--- src/rtl/mem_port_arbiter.sv ---
// Shares one single-port memory between the instruction fetch port and the load/store port.
// Define MEM_ARB_STATS_EN to add saturating fetch/data/stall activity counters.
module mem_port_arbiter #(
    parameter int ADDR_W     = 8,
    parameter int DATA_W     = 8,
    parameter int MEM_LAT    = 1,
    parameter int STARVE_MAX = 3
) (
    input  logic              clock,
    input  logic              reset,
    input  logic              if_req,
    input  logic [ADDR_W-1:0] if_addr,
    output logic              if_ack,
    output logic [DATA_W-1:0] if_rdata,
    input  logic              d_req,
    input  logic              d_we,
    input  logic [ADDR_W-1:0] d_addr,
    input  logic [DATA_W-1:0] d_wdata,
    output logic              d_ack,
    output logic [DATA_W-1:0] d_rdata,
    output logic [ADDR_W-1:0] mem_addr,
    output logic [DATA_W-1:0] mem_wdata,
    output logic              mem_we,
    output logic              mem_re,
    input  logic [DATA_W-1:0] mem_rdata,
    output logic              stall
`ifdef MEM_ARB_STATS_EN
    ,
    output logic [15:0]       stat_fetch,
    output logic [15:0]       stat_data,
    output logic [15:0]       stat_stall
`endif
);

    localparam int CNT_W  = (STARVE_MAX > 0) ? $clog2(STARVE_MAX + 1) : 1;
    localparam int WAIT_W = 3;

    typedef enum logic [1:0] {
        IDLE,
        ISSUE,
        WAIT,
        ACK
    } state_t;

    state_t              r_state;
    logic                r_grantFetch;
    logic                r_we;
    logic [WAIT_W-1:0]   r_waitCnt;
    logic [CNT_W-1:0]    r_starveCnt;
    logic [ADDR_W-1:0]   r_memAddr;
    logic [DATA_W-1:0]   r_memWdata;
    logic                r_memWe;
    logic                r_memRe;
    logic                r_ifAck;
    logic                r_dAck;
    logic [DATA_W-1:0]   r_ifRdata;
    logic [DATA_W-1:0]   r_dRdata;

    logic                w_starved;
    logic                w_fetchWins;
    logic                w_anyReq;

    // A waiting fetch overrides data priority only once the data port has had STARVE_MAX grants in a row.
    assign w_starved   = (STARVE_MAX > 0) && (r_starveCnt == CNT_W'(STARVE_MAX));
    assign w_fetchWins = if_req && (!d_req || w_starved);
    assign w_anyReq    = if_req || d_req;

    always_ff @(posedge clock or posedge reset) begin
        if (reset) begin
            r_state      <= IDLE;
            r_grantFetch <= 1'b0;
            r_we         <= 1'b0;
            r_waitCnt    <= '0;
            r_starveCnt  <= '0;
            r_memAddr    <= '0;
            r_memWdata   <= '0;
            r_memWe      <= 1'b0;
            r_memRe      <= 1'b0;
            r_ifAck      <= 1'b0;
            r_dAck       <= 1'b0;
            r_ifRdata    <= '0;
            r_dRdata     <= '0;
        end else begin
            r_memWe <= 1'b0;
            r_memRe <= 1'b0;
            r_ifAck <= 1'b0;
            r_dAck  <= 1'b0;
            case (r_state)
                IDLE: begin
                    if (w_anyReq) begin
                        r_grantFetch <= w_fetchWins;
                        r_state      <= ISSUE;
                        if (w_fetchWins) begin
                            r_we        <= 1'b0;
                            r_memAddr   <= if_addr;
                            r_memRe     <= 1'b1;
                            r_starveCnt <= '0;
                        end else begin
                            r_we       <= d_we;
                            r_memAddr  <= d_addr;
                            r_memWdata <= d_wdata;
                            r_memWe    <= d_we;
                            r_memRe    <= !d_we;
                            if (!if_req) begin
                                r_starveCnt <= '0;
                            end else if (!w_starved) begin
                                r_starveCnt <= r_starveCnt + CNT_W'(1);
                            end
                        end
                    end
                end
                ISSUE: begin
                    if (r_we) begin
                        r_dAck  <= 1'b1;
                        r_state <= ACK;
                    end else begin
                        r_waitCnt <= WAIT_W'(1);
                        r_state   <= WAIT;
                    end
                end
                WAIT: begin
                    if (r_waitCnt == WAIT_W'(MEM_LAT)) begin
                        if (r_grantFetch) begin
                            r_ifRdata <= mem_rdata;
                            r_ifAck   <= 1'b1;
                        end else begin
                            r_dRdata <= mem_rdata;
                            r_dAck   <= 1'b1;
                        end
                        r_state <= ACK;
                    end else begin
                        r_waitCnt <= r_waitCnt + WAIT_W'(1);
                    end
                end
                ACK: begin
                    r_state <= IDLE;
                end
                default: begin
                    r_state <= IDLE;
                end
            endcase
        end
    end

    assign if_ack    = r_ifAck;
    assign d_ack     = r_dAck;
    assign if_rdata  = r_ifRdata;
    assign d_rdata   = r_dRdata;
    assign mem_addr  = r_memAddr;
    assign mem_wdata = r_memWdata;
    assign mem_we    = r_memWe;
    assign mem_re    = r_memRe;
    assign stall     = (if_req && !r_ifAck) || (d_req && !r_dAck);

`ifdef MEM_ARB_STATS_EN
    logic [15:0] r_statFetch;
    logic [15:0] r_statData;
    logic [15:0] r_statStall;

    // Counters stick at all-ones rather than wrapping so a long run never reads back as small.
    always_ff @(posedge clock or posedge reset) begin
        if (reset) begin
            r_statFetch <= '0;
            r_statData  <= '0;
            r_statStall <= '0;
        end else begin
            if (r_ifAck && (r_statFetch != 16'hFFFF)) begin
                r_statFetch <= r_statFetch + 16'd1;
            end
            if (r_dAck && (r_statData != 16'hFFFF)) begin
                r_statData <= r_statData + 16'd1;
            end
            if (stall && (r_statStall != 16'hFFFF)) begin
                r_statStall <= r_statStall + 16'd1;
            end
        end
    end

    assign stat_fetch = r_statFetch;
    assign stat_data  = r_statData;
    assign stat_stall = r_statStall;
`endif

endmodule

--- config.mk ---
export PLATFORM = sky130hd
export DESIGN_NAME = mem_port_arbiter
export DESIGN_NICKNAME = d
export VERILOG_FILES = /design/src/rtl/mem_port_arbiter.sv
export SDC_FILE = /design/constraint.sdc
export NUM_CORES = 1
export LEC_CHECK = 0
export BUFFER_PORTS_ARGS = -buffer_cell sky130_fd_sc_hd__buf_4
export CAP_MARGIN = 20
export CORE_ASPECT_RATIO = 1.75
export CORE_MARGIN = 5
export CORE_UTILIZATION = 35
export DETAILED_ROUTE_END_ITERATION = 16
export GPL_ROUTABILITY_DRIVEN = 0
export PLACE_DENSITY = 0.66
export SLEW_MARGIN = 40
export SYNTH_ARGS = -nofsm -noshare
export SYNTH_HDL_FRONTEND = slang
export SYNTH_SLANG_ARGS = --single-unit
--- constraint.sdc ---
create_clock -name clock -period 2.05 [get_ports clock]
set_input_delay 0.5125 -clock clock [delete_from_list [all_inputs] [get_ports clock]]
set_output_delay 0.5125 -clock clock [all_outputs]
set_load 0.005 [all_outputs]
==> run metrics, run 1 <==
fraction of layout cells with a size suffix above 1 0.4934; syn_nets 192; # IOs 74; Worst Tran Pin Value 528.2 ps; Arr. time, crit path 2010 ps; top post-synthesis cells by area dfrtp_1 (57%), mux2_2 (14%), a221o_1 (4.1%); FF/Latch Area 0.001126 mm²; max-slew violations 0; global route hottest layer met2; Worst EP required 2230 ps; PortBufs 73; M1 GR Usage 0.1533; CP Capture Type register; startpoint types register; Post-DP HPWL 3571 µm; Post-DRT Antenna Nets 0; endpoints failing hold 0; ANT cells 0; worst-case vdd ir drop 0.6601 mV; CTS Sinks 45; most common cell after layout, fill and taps aside buf_4; Iter 0 DRT Violations 40; power per standard cell area 1323 mW/mm²; synthesized instance count 149; Die Area 0.007266 mm²; total CTS buffers 5; Vias/cell 4.848; CP Class register to register; via count 1,469; global-route usage over all layers 0.1373; initial antenna violation count 0; final setup fails 0; maximum clock rate 0.5439 GHz; Pleak 1.310 nW; Setup Buffers After CTS 0; flop and latch count out of synthesis 45; post-cts resize count 0; die width 66.62 µm; CTS Hold Bufs 0; fillcell total 544; Min Clock Period, post-route 1839 ps; Post-Place Worst Slack 200.5 ps; Mean Syn Cell Area 13.18 µm²; vias in the first global route 1,571; total wire length 4604 µm; largest net degree at the start of global routing 28; status finished clean; Root Buffer clkbuf_8; wire length per cell 15.19 µm; clk_lat worst skew 290 ps; Nets 271; num rows 36; HP Class input pin to asynchronous set/reset pin; H-tree depth reported by CTS 2; Seq/Total Area, Yosys 0.5736; met2 usage 0.2443; clock buffer depth 2; max capacitance violation total 0; final total power 3.561 mW; area leader, netlist dfrtp_1; relative slew slack 0.6479; global-route wire length before repair 7507 µm; CORE AREA 0.005495 mm²; CTS tree yes; RSZ-0062 raised after global routing no; library cells used by synthesis 34; Initial Util 0.3572; TritonRoute pass-1 iters 4; GRT met3 Usage 0.01856; Die H 109.1 µm; area of the mapped netlist 0.001963 mm²; Crit Path Max Fanout 9; top-area cell type share of the netlist area 0.5736; GRT overflow 0; final worst slack 211.5 ps; Worst-path clk slew 80 ps; DRC errors left 0; most frequent cells in the layout buf_4 (77), dfrtp_1 (45), mux2_2 (25); multi-input logic area 765.7 µm²; setup TNS 0 ps; Final Cycle Share 0.8969; area growth from synthesis to layout 37.16%; Ys Warns 0; Worst Clk Skew 2.551 ps
metal layers:
metal / wire length [µm] / vias up
met5: 0 / -
met4: 148 / 0
li1: - / 701
met3: 150 / 10
met1: 1684 / 728
met2: 2621 / 30
cells by family (layout without fill, tap and decap cells):
logic type / count (synthesis) / in the layout / share of synthesized area
multiplexers: 25 / 25 / 0.1434
adder cells (fa/ha/maj): 6 / 6 / 0.03824
AND/OR/NAND/NOR: 31 / 31 / 0.09241
buffers and inverters: 15 / 93 / 0.03632
AO/OA/AOI/OAI: 27 / 27 / 0.1160
flip-flops: 45 / 45 / 0.5736
final cells by class:
class / instances / share of cell area
Clock inverter: 1 / 0.001859
Tap cell: 76 / 0.03532
Timing Repair Buffer: 78 / 0.2221
Sequential cell: 45 / 0.4182
Multi-Input combinational cell: 89 / 0.2844
Clock buffer: 5 / 0.02556
Inverter: 9 / 0.01255
worst paths after layout:
check | from | cells past startpoint | slack, ps | end
worst min register to register | r_starveCnt[0]$_DFFE_PP0P_ | 1 | 500 | r_starveCnt[0]$_DFFE_PP0P_
worst max-delay path | r_state[0]$_DFFE_PP0P_ | 5 | 210 | mem_wdata[7]$_DFFE_PP0P_
max in group asynchronous | reset | 3 | 1350 | if_ack$_DFF_PP0_
worst max register to register | r_state[0]$_DFFE_PP0P_ | 5 | 210 | mem_wdata[7]$_DFFE_PP0P_
worst min-delay path | reset | 2 | 220 | if_rdata[1]$_DFFE_PP0P_
min in group clock | d_addr[5] | 2 | 450 | mem_addr[5]$_DFFE_PP0P_
through the flow:
stage	hold slack (ps)	util	std cells	area (µm²)
6_report	221.4	0.4900	303	2693
3_3_place_gp	478.7	0.4765	297	2619
4_1_cts	226.1	0.4900	303	2693
3_5_place_dp	490.4	0.4765	297	2619
2_1_floorplan	457.7	-	149	1963
5_1_grt	242.2	0.4900	303	2693
Yosys cell counts:
cell       instances
and3_1             8
and2_1             3
o211ai_1           2
buf_4              2
buf_6              1
nor3_4             1
o22ai_1            1
o22a_1             1
a2111oi_0          1
o21bai_1           1
or4_1              2
ha_1               6
inv_1              9
dfrtp_1           45
o311a_1            1
clkbuf_1           3
nand3_1            1
o31ai_1            1
a22oi_1            1
a2bb2oi_1          1
nor3_1             1
nand2_1            8
a221o_1            8
o21ai_0            3
nor2_1             1
nand4_1            1
a22o_1             1
a21oi_2            1
a32o_1             2
o21a_1             1
a211oi_1           1
mux2_2            25
nand2b_1           2
nor2b_1            3
critical path: stages (launching register included):
cell	delay (ps)
dfrtp_1	400
inv_1	120
ha_1	300
nand2_1	90
a21oi_2	420
mux2_2	400
report_power, final:
part | internal [mW] | switching (mW) | leakage, nW
clock network | 0.225 | 0.274 | 0.0399
logic | 0.950 | 0.603 | 0.723
registers | 1.28 | 0.228 | 0.547
total | 2.46 | 1.10 | 1.31
flip-flops by register name, indices dropped and copies added (netlist names):
register	cells
d_ack	1
if_ack	1
r_grantFetch	1
r_state	2
r_waitCnt	3
mem_we	1
mem_addr	8
r_we	1
r_starveCnt	2
d_rdata	8
if_rdata	8
mem_re	1
mem_wdata	8
Note: power is estimated with default switching activity, not from simulation.
==> inputs of run 2 (changes only) <==
clock period = 2.3 ns   (was 2.05 ns; I/O delays follow)
==> run metrics, run 2 (synthesis results as in run 1) <==
cell count of the worst reg-to-reg path 5; Arr. time, crit path 2160 ps; largest net degree at the start of global routing 24; post-cts resize count 0; clock buffer depth 2; Sw Ratio 0.3075; Pint 2.188 mW; PortBufs 73; final total power 3.160 mW; Nets 271; H-tree depth reported by CTS 2; NetSw 0.9718 mW; via count 1,489; CTS Sinks 45; wire length per cell 14.93 µm; max-slew violations 0; Die Area 0.007266 mm²; startpoint types register; fillcell total 549; fraction of layout cells with a size suffix above 1 0.4934; num rows 36; area growth from synthesis to layout 37.16%; initial antenna violation count 0; CP Capture Type register; endpoints failing hold 0; vias in the first global route 1,515; most frequent cells in the layout buf_4 (77), dfrtp_1 (45), mux2_2 (25); Iter 0 DRT Violations 28; # IOs 74; die width 66.62 µm; Util after Layout 0.4900; most common cell after layout, fill and taps aside buf_4; Crit Path Max Fanout 10; global-route wire length before repair 7334 µm; GRT overflow 0; global-route usage over all layers 0.1322; CP Class register to register; Worst EP required 2470 ps; Vias/cell 4.914; setup TNS 0 ps; relative slew slack 0.6537; Die H 109.1 µm; total wire length 4524 µm; RSZ-0062 raised after global routing no; Post-DRT Antenna Nets 0; ANT cells 0; Post-DP HPWL 3513 µm; Pleak 1.310 nW; worst-case vdd ir drop 0.6655 mV; TritonRoute pass-1 iters 4; CORE AREA 0.005495 mm²; Worst Tran Pin Value 518.7 ps; CTS tree yes; R2R Path End d_rdata[4]$_DFFE_PP0P_; final setup fails 0; total CTS buffers 5; maximum clock rate 0.5039 GHz; status finished clean; power per standard cell area 1174 mW/mm²; clk_lat worst skew 290 ps; Comb pwr share 0.435; Worst Clk Skew 7.512 ps; R2R setup slack 320 ps; HP Class input pin to asynchronous set/reset pin; Reg-to-Reg Start r_state[0]$_DFFE_PP0P_; Root Buffer clkbuf_8; DRC errors left 0; max capacitance violation total 0; Sequential Power Share 0.426; Clk network pwr share 0.139; CTS Hold Bufs 0; Min Clock Period, post-route 1985 ps; Initial Util 0.3572; Setup Buffers After CTS 0; Final Cycle Share 0.8629; Worst-path clk slew 80 ps
[run 2: cell type report]
cell class | count | area [µm²] | share of cell area
Inverter | 9 | 33.78 | 0.01255
Sequential cell | 45 | 1126 | 0.4182
Timing Repair Buffer | 78 | 598.1 | 0.2221
Multi-Input combinational cell | 89 | 765.7 | 0.2844
Clock buffer | 5 | 68.82 | 0.02556
Clock inverter | 1 | 5.005 | 0.001859
Tap cell | 76 | 95.09 | 0.03532
[run 2: routing by layer]
metal	part of all wire	global-route usage
met1	0.38	0.1589
met4	0.035	0.06977
met5	0	0
met2	0.55	0.2251
met3	0.034	0.01753
[run 2: power by group through the flow]
stage / sequential (mW) / combinational, mW / clock, mW
after floorplan: 1.36 / 0.689 / 0
after global placement: 1.35 / 1.37 / 0
after detailed placement: 1.37 / 1.40 / 0
after CTS: 1.35 / 1.40 / 0.463
after global routing: 1.40 / 1.51 / 0.488
final: 1.34 / 1.37 / 0.440
[run 2: worst max path at each step]
| stage | start | endpoint | slack, ps |
|---|---|---|---|
| 2_1_floorplan | r_state[0]$_DFFE_PP0P_ | d_rdata[0]$_DFFE_PP0P_ | 630 |
| 6_report | r_state[0]$_DFFE_PP0P_ | d_rdata[4]$_DFFE_PP0P_ | 320 |
| 5_1_grt | r_state[0]$_DFFE_PP0P_ | d_rdata[4]$_DFFE_PP0P_ | 180 |
| 3_5_place_dp | r_state[0]$_DFFE_PP0P_ | d_rdata[0]$_DFFE_PP0P_ | 330 |
| 4_1_cts | r_state[0]$_DFFE_PP0P_ | d_rdata[0]$_DFFE_PP0P_ | 310 |
| 3_3_place_gp | r_state[0]$_DFFE_PP0P_ | d_rdata[3]$_DFFE_PP0P_ | 390 |
[run 2: metrics by stage]
stage,hold WS (ps),area [µm²],worst slack [ps],instances
2_1_floorplan,457.7,1963,625.7,149
3_3_place_gp,478.1,2619,393.1,297
3_5_place_dp,486.6,2619,325.9,297
4_1_cts,341.1,2693,308.2,303
5_1_grt,360.7,2693,176.3,303
6_report,324.0,2693,315.4,303
[run 2: critical path: stages, from the launching register on]
cell and delay [ps]:
dfrtp_1 400, inv_1 120, ha_1 350, inv_1 170
nor3_4 450, mux2_2 380
==> inputs of run 3 (changes only) <==
CAP_MARGIN = 30   (was 20)
CORE_ASPECT_RATIO = 1.25   (was 1.75)
==> run metrics, run 3 (synthesis results as in run 1) <==
Crit Path Max Fanout 10; die width 76.99 µm; Worst Clk Skew 4.755 ps; initial antenna violation count 0; setup TNS 0 ps; fillcell total 511; RSZ-0062 raised after global routing no; Worst Tran Pin Value 549.9 ps; GRT overflow 0; CP Class register to register; Crit-path slowest cell nor3_4; NetSw 0.9713 mW; via count 1,444; Post-DP HPWL 3322 µm; cell count of the worst reg-to-reg path 5; Clk network pwr share 0.202; global-route usage over all layers 0.1234; Sw Ratio 0.2868; R2R setup slack 320 ps; fin area 0.002733 mm²; clock buffer depth 2; area growth from synthesis to layout 39.20%; H-tree depth reported by CTS 2; Pint 2.415 mW; ANT cells 0; max capacitance violation total 0; CTS Sinks 45; TritonRoute pass-1 iters 4; Setup Buffers After CTS 0; Reg-to-Reg Start r_state[0]$_DFFE_PP0P_; Worst EP required 2480 ps; largest net degree at the start of global routing 25; endpoints failing hold 0; DRC errors left 0; startpoint types register; Worst-path clk slew 80 ps; num rows 30; Iter 0 DRT Violations 52; worst-case vdd ir drop 0.5320 mV; Final Cycle Share 0.8602; Vias/cell 4.912; Pleak 1.338 nW; power per standard cell area 1239 mW/mm²; Initial Util 0.3607; status finished clean; Die Area 0.007216 mm²; Die H 93.74 µm; CTS Hold Bufs 0; Crit path top cell by count inv_1; vias in the first global route 1,602; final setup fails 0; CORE AREA 0.005443 mm²; fraction of layout cells with a size suffix above 1 0.5000; maximum clock rate 0.5054 GHz; # IOs 74; wire length per cell 14.51 µm; Arr. time, crit path 2160 ps; Nets 272; Area after DPL 0.002599 mm²; Post-DRT Antenna Nets 0; HP Class input pin to asynchronous set/reset pin; FF/Latch Area 0.001126 mm²; PortBufs 73; Sequential Power Share 0.396; total CTS buffers 5; total wire length 4266 µm; relative slew slack 0.6334; Root Buffer clkbuf_8; multi-input logic area 765.7 µm²; CP max stage delay 450 ps; CP cell instances inv_1, ha_1, inv_1, nor3_4, mux2_2; clk_lat worst skew 290 ps; global-route wire length before repair 7210 µm; Min Clock Period, post-route 1978 ps; max-slew violations 0; CTS tree yes; post-cts resize count 0; most common cell after layout, fill and taps aside buf_4; R2R Path End d_rdata[0]$_DFFE_PP0P_; most frequent cells in the layout buf_4 (79), dfrtp_1 (45), mux2_2 (25); CP Capture Type register; Comb pwr share 0.402
-- run 3: cell count changes in the layout (fill, tap and decap cells not counted) --
cell	change
buf_4	+2
bufinv_16	+2
buf_12	-1
-- run 3: worst max-delay path by stage --
stage / from / to / slack (ps) / depth (start not counted)
3_5_place_dp: r_state[0]$_DFFE_PP0P_ / d_rdata[7]$_DFFE_PP0P_ / 310 / 5
5_1_grt: r_state[0]$_DFFE_PP0P_ / d_rdata[0]$_DFFE_PP0P_ / 200 / 5
3_3_place_gp: r_state[0]$_DFFE_PP0P_ / d_rdata[3]$_DFFE_PP0P_ / 370 / 5
2_1_floorplan: r_state[0]$_DFFE_PP0P_ / d_rdata[0]$_DFFE_PP0P_ / 630 / 6
4_1_cts: r_state[0]$_DFFE_PP0P_ / d_rdata[5]$_DFFE_PP0P_ / 310 / 5
6_report: r_state[0]$_DFFE_PP0P_ / d_rdata[0]$_DFFE_PP0P_ / 320 / 5
-- run 3: final cells by class --
cell class / count / share of cell area
sequential: 45 / 0.4121
multi-input combinational: 89 / 0.2802
timing repair buffer: 79 / 0.2170
tap: 64 / 0.02930
clock buffer: 5 / 0.02518
clock inverter: 3 / 0.02381
inverter: 9 / 0.01236
-- run 3: through the flow --
stage                     hold WS (ps)  power (mW)  setup slack (ps)  instances  utilization
final                            309.9       3.387             321.5        294       0.5021
after CTS                        323.7       3.457             306.1        294       0.5021
after floorplan                  457.7       2.044             625.7        149            -
after global routing             339.3       3.637             202.1        294       0.5021
after detailed placement         483.9       2.747             306.1        286       0.4775
after global placement           477.2       2.712             372.5        286       0.4775
-- run 3: power by group through the flow --
| stage | Combinational [mW] | Sequential [mW] | Clock (mW) |
|---|---|---|---|
| global route | 1.50 | 1.39 | 0.744 |
| global placement | 1.36 | 1.36 | 0 |
| CTS | 1.39 | 1.34 | 0.721 |
| finish | 1.36 | 1.34 | 0.685 |
| floorplan | 0.689 | 1.36 | 0 |
| detailed placement | 1.39 | 1.35 | 0 |
-- run 3: critical path, delay by kind of cell (launching register included) --
family	cells	cell delay, ps
fa+ha+maj	1	340
buf+inv	2	290
flops	1	410
mux	1	380
simple gates	1	450
-- run 3: routing by layer --
layer / GRT usage / up-vias / routed length, µm
met5: 0 / - / 0
met4: 0.05158 / 0 / 79
met3: 0.03839 / 7 / 230
met2: 0.2203 / 38 / 2228
met1: 0.1343 / 698 / 1728
li1: - / 701 / -
